--- src/rtl/yutorina_lsu.sv ---
// rtl/yutorina_lsu.sv - MEM-stage load/store unit with wait-state bus handshake
// Sized loads/stores with byte enables, sign/zero extension, timeout and pipeline stall.
module yutorina_lsu #(
  parameter int DATA_W  = 32,
  parameter int ADDR_W  = 32,
  parameter int TIMEOUT = 255
) (
  input  logic                clk,
  input  logic                reset,
  input  logic                ex_en_,
  input  logic [3:0]          ex_mem_op,
  input  logic [DATA_W-1:0]   ex_out,
  input  logic [DATA_W-1:0]   ex_w_data,
  output logic [ADDR_W-1:0]   bus_addr,
  output logic                bus_as_,
  output logic                bus_rw,
  output logic [DATA_W/8-1:0] bus_be,
  output logic [DATA_W-1:0]   bus_wr_data,
  input  logic [DATA_W-1:0]   bus_rd_data,
  input  logic                bus_rdy_,
  output logic [DATA_W-1:0]   out,
  output logic [1:0]          miss_align,
  output logic                bus_err,
  output logic                busy
);

  localparam int BE_W  = DATA_W / 8;
  localparam int OFS_W = $clog2(BE_W);
  localparam int CNT_W = 16;

  localparam logic [1:0] MA_NONE  = 2'd0;
  localparam logic [1:0] MA_LOAD  = 2'd1;
  localparam logic [1:0] MA_STORE = 2'd2;

  typedef enum logic {IDLE, ACCESS} state_e;
  typedef enum logic [1:0] {SZ_B, SZ_H, SZ_W} size_e;

  state_e            state_q, state_d;
  logic [CNT_W-1:0]  cnt_q, cnt_d;

  logic [ADDR_W-1:0] addr_q, addr_d;
  logic              as_n_q, as_n_d;
  logic              rw_q, rw_d;
  logic [BE_W-1:0]   be_q, be_d;
  logic [DATA_W-1:0] wdata_q, wdata_d;
  logic [DATA_W-1:0] out_q, out_d;
  logic [1:0]        miss_q, miss_d;
  logic              err_q, err_d;

  // Access context captured at issue so EX may be ignored while the bus is busy
  logic              load_q, load_d;
  logic              sign_q, sign_d;
  size_e             size_q, size_d;
  logic [OFS_W-1:0]  ofs_q, ofs_d;
  logic [DATA_W-1:0] pass_q, pass_d;

  logic              dec_load, dec_store, dec_sign;
  size_e             dec_size;
  logic              mem_req, misalign;
  logic [OFS_W-1:0]  ofs;
  logic [BE_W-1:0]   req_be;
  logic [DATA_W-1:0] req_wdata;
  logic [DATA_W-1:0] word_addr;
  logic [ADDR_W-1:0] req_addr;
  logic [15:0]       rd_lane;
  logic [DATA_W-1:0] ld_data;
  logic              timeout_hit;

  always_comb begin
    dec_load  = 1'b0;
    dec_store = 1'b0;
    dec_sign  = 1'b0;
    dec_size  = SZ_W;
    case (ex_mem_op)
      4'd1: begin dec_load  = 1'b1; dec_size = SZ_B; dec_sign = 1'b1; end
      4'd2: begin dec_load  = 1'b1; dec_size = SZ_B; end
      4'd3: begin dec_load  = 1'b1; dec_size = SZ_H; dec_sign = 1'b1; end
      4'd4: begin dec_load  = 1'b1; dec_size = SZ_H; end
      4'd5: begin dec_load  = 1'b1; dec_size = SZ_W; end
      4'd6: begin dec_store = 1'b1; dec_size = SZ_B; end
      4'd7: begin dec_store = 1'b1; dec_size = SZ_H; end
      4'd8: begin dec_store = 1'b1; dec_size = SZ_W; end
      default: ;
    endcase
  end

  assign ofs     = ex_out[OFS_W-1:0];
  assign mem_req = !ex_en_ && (dec_load || dec_store);

  always_comb begin
    misalign  = 1'b0;
    req_be    = '1;
    req_wdata = ex_w_data;
    case (dec_size)
      SZ_B: begin
        req_be    = BE_W'(1) << ofs;
        req_wdata = {BE_W{ex_w_data[7:0]}};
      end
      SZ_H: begin
        misalign  = ofs[0];
        req_be    = BE_W'(3) << ofs;
        req_wdata = {(BE_W/2){ex_w_data[15:0]}};
      end
      default: begin
        misalign  = (ofs != '0);
        req_be    = '1;
        req_wdata = ex_w_data;
      end
    endcase
  end

  assign word_addr = {ex_out[DATA_W-1:OFS_W], {OFS_W{1'b0}}};
  assign req_addr  = ADDR_W'(word_addr);

  // Right-align the addressed lane(s), then extend to the full word
  assign rd_lane = 16'(bus_rd_data >> {ofs_q, 3'b000});

  always_comb begin
    case (size_q)
      SZ_B:    ld_data = {{(DATA_W-8){sign_q & rd_lane[7]}}, rd_lane[7:0]};
      SZ_H:    ld_data = {{(DATA_W-16){sign_q & rd_lane[15]}}, rd_lane[15:0]};
      default: ld_data = bus_rd_data;
    endcase
  end

  // The last permitted wait cycle; a ready in this same cycle still completes
  assign timeout_hit = bus_rdy_ && (cnt_q == CNT_W'(TIMEOUT - 1));

  always_ff @(posedge clk or posedge reset) begin
    if (reset) begin
      state_q <= IDLE;
      cnt_q   <= '0;
    end else begin
      state_q <= state_d;
      cnt_q   <= cnt_d;
    end
  end

  always_comb begin
    state_d = state_q;
    cnt_d   = cnt_q;
    case (state_q)
      IDLE: begin
        cnt_d = '0;
        if (mem_req && !misalign) state_d = ACCESS;
      end
      ACCESS: begin
        if (!bus_rdy_ || timeout_hit) begin
          state_d = IDLE;
          cnt_d   = '0;
        end else begin
          cnt_d = cnt_q + CNT_W'(1);
        end
      end
      default: state_d = IDLE;
    endcase
  end

  always_comb begin
    busy    = 1'b0;
    addr_d  = addr_q;
    as_n_d  = as_n_q;
    rw_d    = rw_q;
    be_d    = be_q;
    wdata_d = wdata_q;
    out_d   = out_q;
    miss_d  = miss_q;
    err_d   = 1'b0;
    load_d  = load_q;
    sign_d  = sign_q;
    size_d  = size_q;
    ofs_d   = ofs_q;
    pass_d  = pass_q;
    case (state_q)
      IDLE: begin
        if (mem_req && misalign) begin
          out_d  = '0;
          miss_d = dec_load ? MA_LOAD : MA_STORE;
        end else if (mem_req) begin
          busy    = 1'b1;
          as_n_d  = 1'b0;
          rw_d    = dec_load;
          be_d    = req_be;
          addr_d  = req_addr;
          wdata_d = req_wdata;
          miss_d  = MA_NONE;
          load_d  = dec_load;
          sign_d  = dec_sign;
          size_d  = dec_size;
          ofs_d   = ofs;
          pass_d  = ex_out;
        end else begin
          out_d  = ex_out;
          miss_d = MA_NONE;
        end
      end
      ACCESS: begin
        busy = 1'b1;
        if (!bus_rdy_) begin
          busy   = 1'b0;
          as_n_d = 1'b1;
          be_d   = '0;
          out_d  = load_q ? ld_data : pass_q;
        end else if (timeout_hit) begin
          busy   = 1'b0;
          as_n_d = 1'b1;
          be_d   = '0;
          out_d  = '0;
          err_d  = 1'b1;
        end
      end
      default: ;
    endcase
  end

  always_ff @(posedge clk or posedge reset) begin
    if (reset) begin
      addr_q  <= '0;
      as_n_q  <= 1'b1;
      rw_q    <= 1'b1;
      be_q    <= '0;
      wdata_q <= '0;
      out_q   <= '0;
      miss_q  <= MA_NONE;
      err_q   <= 1'b0;
      load_q  <= 1'b0;
      sign_q  <= 1'b0;
      size_q  <= SZ_W;
      ofs_q   <= '0;
      pass_q  <= '0;
    end else begin
      addr_q  <= addr_d;
      as_n_q  <= as_n_d;
      rw_q    <= rw_d;
      be_q    <= be_d;
      wdata_q <= wdata_d;
      out_q   <= out_d;
      miss_q  <= miss_d;
      err_q   <= err_d;
      load_q  <= load_d;
      sign_q  <= sign_d;
      size_q  <= size_d;
      ofs_q   <= ofs_d;
      pass_q  <= pass_d;
    end
  end

  assign bus_addr    = addr_q;
  assign bus_as_     = as_n_q;
  assign bus_rw      = rw_q;
  assign bus_be      = be_q;
  assign bus_wr_data = wdata_q;
  assign out         = out_q;
  assign miss_align  = miss_q;
  assign bus_err     = err_q;

endmodule

--- config.mk ---
export PLATFORM = sky130hd
export DESIGN_NAME = yutorina_lsu
export DESIGN_NICKNAME = d
export VERILOG_FILES = /design/src/rtl/yutorina_lsu.sv
export SDC_FILE = /design/constraint.sdc
export NUM_CORES = 1
export LEC_CHECK = 0
export BUFFER_PORTS_ARGS = -buffer_cell sky130_fd_sc_hd__buf_2
export CAP_MARGIN = 5
export CORE_UTILIZATION = 54
export CTS_BUF_LIST = sky130_fd_sc_hd__clkbuf_8
export DETAILED_ROUTE_END_ITERATION = 12
export PLACE_DENSITY_LB_ADDON = 0.2
export SLEW_MARGIN = 20
export SYNTH_ARGS = -nofsm -noshare
export SYNTH_HDL_FRONTEND = slang
export SYNTH_SLANG_ARGS = --single-unit
--- constraint.sdc ---
create_clock -name clk -period 4.9 [get_ports clk]
set_input_delay 0.98 -clock clk [delete_from_list [all_inputs] [get_ports clk]]
set_output_delay 0.98 -clock clk [all_outputs]
set_load 0.05 [all_outputs]
Word-level counts from Yosys, hierarchy flattened
Cells that the tools add are included.
Storage, ports and cells
  bits in registers: 158
  input port bits: 104
  output and inout bits: 106
  logic and storage cells: 97
Cells by class
  add/subtract/negate cells: 1
  equality and inequality tests: 15
  shift operators: 3
  multiplexer cells: 39
  bitwise logic cells: 4
  reduce and logical (&&, ||, !) cells: 20
Operator list (count)
  $pmux 32 s2: 3
  $mux 32: 5
  $pmux 16 s2: 1
  $shr 32x5->16: 1
  $add 16x1->16 const B: 1
  $eq 16x8->1 const B: 1
  $eq 4x3->1 const B: 4
  $mux 1: 16
  $mux 16: 1
  $mux 4: 4
  $pmux 4 s2: 2
  $reduce_or 3->1: 3
  $eq 4x2->1 const B: 2
  $pmux 1 s2: 4
  $reduce_and 3->1: 2
  $reduce_or 5->1: 1
  $eq 2x1->1 const B: 2
  $eq 4x1->1 const B: 1
  $eq 4x4->1 const B: 1
  $logic_and 1x1->1: 4
  $logic_not 2->1: 2
  $mux 2: 2
  $ne 2x2->1 const B: 2
  $pmux 2 s2: 1
  11 further kinds: 16

Logic depth before layout (Yosys ltp)
Gate-level depths: netlist of the first run.
  depth in word-level cells: 9
  depth in mapped cells: 9
  gate-level depth less buffers: 8

Least setup slack after synthesis of the first run
No wires, ideal clock.
  path type: input port to output port
  from: input port ex_mem_op[1]
  to: output port busy
  arrival time: 2.621 ns
  data required time: 3.920 ns
  path slack: 1.299 ns
  stages on the path: 7
  path buffers: 2
  cell sequence: buf_2 o31a_1 nor3_4 o211ai_4 and2_4 clkbuf_1 inv_1
On the way
  longest elaborated chain between the ends: 8
  elaborated cells on any way between the ends: 24
  those cells by class: 9 x eq/ne; 7 x mux; 8 x reduce/logical
RTL lines
  start, declared: RTL line 11  | input logic [3:0] ex_mem_op,
  $eq 4x3->1 (tied with other cells): RTL line 74  | case (ex_mem_op)
  $reduce_or 3->1 (no line) or $reduce_or 5->1 (tied branches)
  $pmux 2 s2 or $mux 1 (tied branches): RTL line 74
  $eq 2x1->1 (tied with other cells): RTL line 94  | case (dec_size)
  $pmux 1 s2 or $logic_and 1x1->1 (tied branches): RTL line 94, 88
  $logic_and 1x1->1 or $mux 1 (tied branches): RTL line 176, 179
  $mux 1 (*): RTL line 176  | if (mem_req && misalign) begin
  $pmux 1 s2 (*): RTL line 174  | case (state_q)
  end, declared: RTL line 24  | output logic busy
Mark *: on every way between the ends. The rest lies on a longest branch, timed or not.

Worst setup path in the final report of the first run
  from: input port ex_mem_op[2]
  to: output port busy
The elaborated chain is that of the path after synthesis.

==> flow_summary.ini, run 1 <==
[detailed_routing]
drt_first_iter_violations = 479
dr.pass1.iters = 5
wirelength_microns = 18900
drc = 0
vias = 6104
avgViaCountPerCell = 5.90
post_drt_wl_per_cell_microns = 18.3
ant_nets = 0

[logic_synthesis]
synth_edf_count = 0
async_flop_share = 1.00
synth_cell_types = 67
ys_warn_count = 0
postSynthAreaPerCell_sq_um = 10.1
synth_cells = 676
ys_seq_area_frac = 0.462
ys.flop_type = dfrtp_1
synth_seq_cells = 126
synth_area_sq_um = 6830

[sta]
finalHoldViolations = 0
rsz0062_at_grt = no
min_period_ns = 3.57
timing.hold.ws_ns = 0.480
finalCritPeriodShare = 0.729
tns_ns = 0
fmax_mhz = 280
max_slew_margin = 0.265
worstMarginPinSlew_ns = 1.10
setup_ws_ns = 1.33
fin_skew_ns = 0.0145
maxSlewViolCount = 0
setup_viol = 0

[final_layout]
fin_nets = 958
layout-drive-gt1-share = 0.357
nFillCells = 1008
syn2layout_area_growth_pct = 21.1
seq_area_sq_um = 3160
multi_input_area_sq_um = 3310

[placed_design]
gp_congestion = 0.879
portBuffers = 207
hpwl_microns = 13200
pre_cts_ws_ns = 1.31

[clocking]
cts_setup_buffers = 0
clk_latency_ns = 0.46
clock-sinks = 126
tritoncts = done
cts_resized = 0
path_clk_slew_ns = 0.07
htreeDepth = 4
clock-root-buffer = clkbuf_8
cts_made_buffers = 17
holdBufCountCts = 0
cts_buffer_depth = 2

[floorplanning]
rows = 40
initial_utilization = 0.561
io_pins = 210
die_h_microns = 114
fp.coreArea_sq_um = 12200
die-area_sq_um = 13100
die_x_microns = 114

[worst_hold_path]
min_from = bus_wr_data[21]
min_to = bus_wr_data[21]
whs_path_depth = 2
hold_class = reg -> reg

[pwr]
power_mw = 4.28
peakVddDrop_uv = 323
power_leakage_nw = 4.00
cellPowerDensity_nw_per_um2 = 518

[global_route]
use_met1 = 0.368
antenna_found_initial = 0
grt_pass1_vias = 5968
gr-total-overflow = 0
grt_pass1_wl_microns = 29800
grtUsageTotal = 0.297
gr-max-usage-layer = met2
met2_usage = 0.488
met3_usage = 0.0757
grt_max_degree = 75

[critical_path]
worstPathArrival_ns = 2.59
reg2reg_to = pass_q[23]
cp_slowest_stage_delay_ns = 0.39
crit_fanout = 21
cp_cell_sequence = buf_2, o31a_1, nor3_4, o211ai_4, and2_4, inv_1, buf_2
rr_startpoint = state_q
r2r_cells = 5
cpMostUsedCell = buf_2
end_kind = output port
rrSetupSlack_ns = 2.08
required_ns = 3.92
critical_path_class = in -> out
cp-start-kind = primary input
cp_slowest_cell = nor3_4

[run_status]
outcome = complete, no violations

[job]
maxCapViolCount = 0
[worst max-delay path by stage]
stage | startpoint | endpoint | slack (ns) | depth (start not counted)
floorplan | reset | bus_be[0] | 0.57 | 1
global placement | ex_mem_op[2] | busy | 1.37 | 7
detailed placement | ex_mem_op[3] | pass_q[23] | 1.31 | 7
CTS | ex_mem_op[2] | busy | 1.33 | 7
global route | ex_mem_op[2] | busy | 1.22 | 7
finish | ex_mem_op[2] | busy | 1.33 | 7
[cell usage after synthesis (2+ instances only)]
master,count,area share
or3b_1,2,0.0026
mux2_4,25,0.055
nand3b_1,6,0.0066
a222oi_1,8,0.012
a31oi_1,18,0.016
and4_1,7,0.0090
o21bai_1,2,0.0022
o22ai_1,10,0.0092
nor3_2,2,0.0029
a2bb2oi_1,6,0.0077
nand4_1,5,0.0046
mux2i_1,37,0.054
buf_4,2,0.0022
buf_6,8,0.013
o211ai_1,6,0.0066
a221o_1,13,0.019
xnor2_1,5,0.0064
nor2_1,45,0.025
a21oi_1,47,0.034
o221ai_1,6,0.0077
a22oi_1,2,0.0022
mux4_2,2,0.0066
and3_1,4,0.0037
nor3_1,11,0.0081
nand2_1,77,0.042
nor3b_1,2,0.0022
inv_1,18,0.0099
nand3_1,5,0.0037
buf_1,3,0.0016
a21o_1,3,0.0033
ha_1,2,0.0037
xor2_1,9,0.012
o21ai_0,57,0.042
clkbuf_1,28,0.015
dfstp_2,3,0.012
buf_2,17,0.012
dfrtp_1,123,0.45
nand2b_1,5,0.0046
mux2_2,17,0.028
[placed cells by master (no fill, tap or decap), drive strengths merged, types with 7 or more instances in the layout]
cell | netlist | final
o211ai | 7 | 7
nor3 | 14 | 14
clkbuf | 28 | 21
a21oi | 48 | 48
mux2 | 42 | 42
inv | 19 | 20
xor2 | 9 | 9
nor2 | 45 | 45
and4 | 7 | 7
dfrtp | 123 | 123
o21ai | 58 | 58
nand2 | 77 | 77
o22ai | 10 | 10
a221o | 13 | 13
mux2i | 37 | 37
a31oi | 20 | 20
a222oi | 8 | 8
buf | 30 | 214
[routing by layer]
metal  up-vias  wire (microns)
met5         -               0
met4         0             536
met3        41            1280
met2       264            9220
met1      2986            7890
li1       2813               -
[metrics by stage]
stage	utilization	area, sq um	std cells
global route	0.680	8270	1033
CTS	0.679	8260	1033
detailed placement	0.644	7830	1001
global placement	0.644	7830	1001
floorplan	-	6830	677
finish	0.680	8270	1034
[cell families (layout without fill, tap and decap cells)]
family                     after synthesis  after routing  synth area share
AOI/OAI and AO/OA                      197            197             0.191
and+or+nand+nor                        178            178             0.125
DFF                                    126            126             0.462
muxes                                   81             81             0.144
buffers and inverters                   77            265            0.0553
xor gates and xnor gates                14             14            0.0180
adders and majority gates                2              2           0.00366
other                                    1              3          0.000549
[where the power goes]
group	internal [mW]	total (mW)	switching (mW)
registers	1.28	1.53	0.253
clock network	0.552	0.971	0.419
logic	0.527	1.78	1.25
[final cells by class]
class,count,share of cell area
repair buffers,214,0.132
well taps,168,0.0254
multi-input cells,474,0.400
inverters,19,0.00893
clock buffers,21,0.0350
diodes,1,0.000303
flip-flops and latches,126,0.382
clock inverters,11,0.0168
[sequential cells by signal (all words and copies together) (netlist names), 2 cells and up]
register	cells
bus_wr_data	32
out	32
pass_q	31
cnt_q	16
bus_be	4
miss_align	2
size_q	2
[worst max-delay path, delay by kind of cell]
family | cells | cell delay [ns]
simple gates | 2 | 0.63
buf+inv | 3 | 0.49
compound gates | 2 | 0.48
Note: power is estimated with default switching activity, not from simulation.
==> run 2, diff against run 1 <==
- clock period: 4.9 -> 3.4 ns (I/O delays scaled with it)
==> run 2 against run 1 <==
  * Design area rose by 0.36%
  * Critical path depth rose by 1
  * Die area stayed put
  * Worst hold slack got worse by 0.094 ns
  * Power increased by 43%
  * Sequential power increased by 39%
  * Sequential cell count is the same
  * Sequential share of layout area shrank 0.14 points
  * Utilization is 0.25 points higher
==> flow_summary.ini, run 2 (synthesized netlist as in run 1, its figures left out) <==
[clocking]
holdBufCountCts = 0
htreeDepth = 4
cts_buffer_depth = 2
clock-sinks = 126
clk_latency_ns = 0.44
cts_resized = 0
cts_setup_buffers = 0
clock-root-buffer = clkbuf_8
path_clk_slew_ns = 0.07
cts_made_buffers = 17
tritoncts = done

[detailed_routing]
ant_nets = 0
wirelength_microns = 19200
post_drt_wl_per_cell_microns = 18.5
dr.pass1.iters = 7
drt_first_iter_violations = 511
drc = 0
vias = 6134
avgViaCountPerCell = 5.91

[sta]
fmax_mhz = 313
timing.hold.ws_ns = 0.385
setup_viol = 0
rsz0062_at_grt = no
tns_ns = 0
fin_skew_ns = 0.0145
finalCritPeriodShare = 0.940
min_period_ns = 3.20
maxSlewViolCount = 0
worstMarginPinSlew_ns = 0.886
setup_ws_ns = 0.202
max_slew_margin = 0.406
finalHoldViolations = 0

[final_layout]
fin_nets = 963
fin_area_sq_um = 8300
final_util = 0.682
syn2layout_area_growth_pct = 21.6
final_common_cell = buf_2
layout-drive-gt1-share = 0.356
n_antenna_cell = 0
final_cell_mix = buf_2, dfrtp_1, nand2_1

[placed_design]
placed_area_sq_um = 7900
hpwl_microns = 13500
pre_cts_ws_ns = 0.404
gp_congestion = 0.920
portBuffers = 207

[critical_path]
cpMostUsedCell = inv_1
cp-start-kind = flip-flop
critical_path_class = reg -> out
required_ns = 2.72
cp_cell_sequence = inv_1, ha_1, or4b_1, nor3_2, a31o_2, and2_4, inv_1, buf_2
worstPathArrival_ns = 2.52
end_kind = output port
cp_slowest_stage_delay_ns = 0.45
cp_slowest_cell = or4b_1
crit_fanout = 21

[global_route]
grt_max_degree = 123
grtUsageTotal = 0.296
antenna_found_initial = 1
grt_pass1_wl_microns = 29700
grt_pass1_vias = 5854
gr-total-overflow = 0

[pwr]
cellPowerDensity_nw_per_um2 = 740
peakVddDrop_uv = 514
power_leakage_nw = 4.04

[floorplanning]
die-area_sq_um = 13100
io_pins = 210
rows = 40
die_x_microns = 114
initial_utilization = 0.561
fp.coreArea_sq_um = 12200
die_h_microns = 114

[run_status]
outcome = complete, no violations

[worst_hold_path]
hold_class = in -> async

[job]
maxCapViolCount = 0
run 2: cell type report:
type / count / area (sq um)
inverters: 19 / 75.1
clock inverters: 12 / 129
fillers: 1004 / 3860
flip-flops and latches: 126 / 3160
repair buffers: 219 / 1150
well taps: 168 / 210
multi-input cells: 474 / 3300
clock buffers: 20 / 275
run 2: critical path: cells and delay by family, from the launching register on:
kind,cells,cell delay (ns)
adder cells (fa/ha/maj),1,0.13
AND/OR/NAND/NOR,3,0.93
buffers and inverters,3,0.38
AO/OA/AOI/OAI,1,0.20
flip-flops,1,0.43
run 2: worst paths after layout:
path	startpoint	end	cells past startpoint	slack, ns
setup / recovery	cnt_q[0]	busy	8	0.20
hold / removal	reset	bus_wr_data[27]	2	0.39
setup reg to reg	pass_q[1]	out[29]	5	0.87
hold reg to reg	bus_wr_data[20]	bus_wr_data[20]	2	0.48
max in group asynchronous	reset	size_q[1]	3	2.12
min in group clk	bus_wr_data[20]	bus_wr_data[20]	2	0.48
run 2: per-layer routing:
metal / up-vias / global-route usage / part of all wire
met5: - / 0 / 0
met3: 35 / 0.0683 / 0.068
met1: 2999 / 0.370 / 0.41
met2: 279 / 0.494 / 0.50
li1: 2821 / - / -
met4: 0 / 0.127 / 0.023
run 2: through the flow:
stage	std cells	power, mW
floorplan	677	4.15
global placement	1006	4.75
detailed placement	1006	4.81
CTS	1038	6.16
global route	1038	6.39
finish	1038	6.14
run 2: power by group:
part / switching, mW / internal (mW) / leakage, nW
sequential: 0.283 / 1.84 / 1.56
combinational: 1.90 / 0.771 / 2.25
clock: 0.581 / 0.765 / 0.228
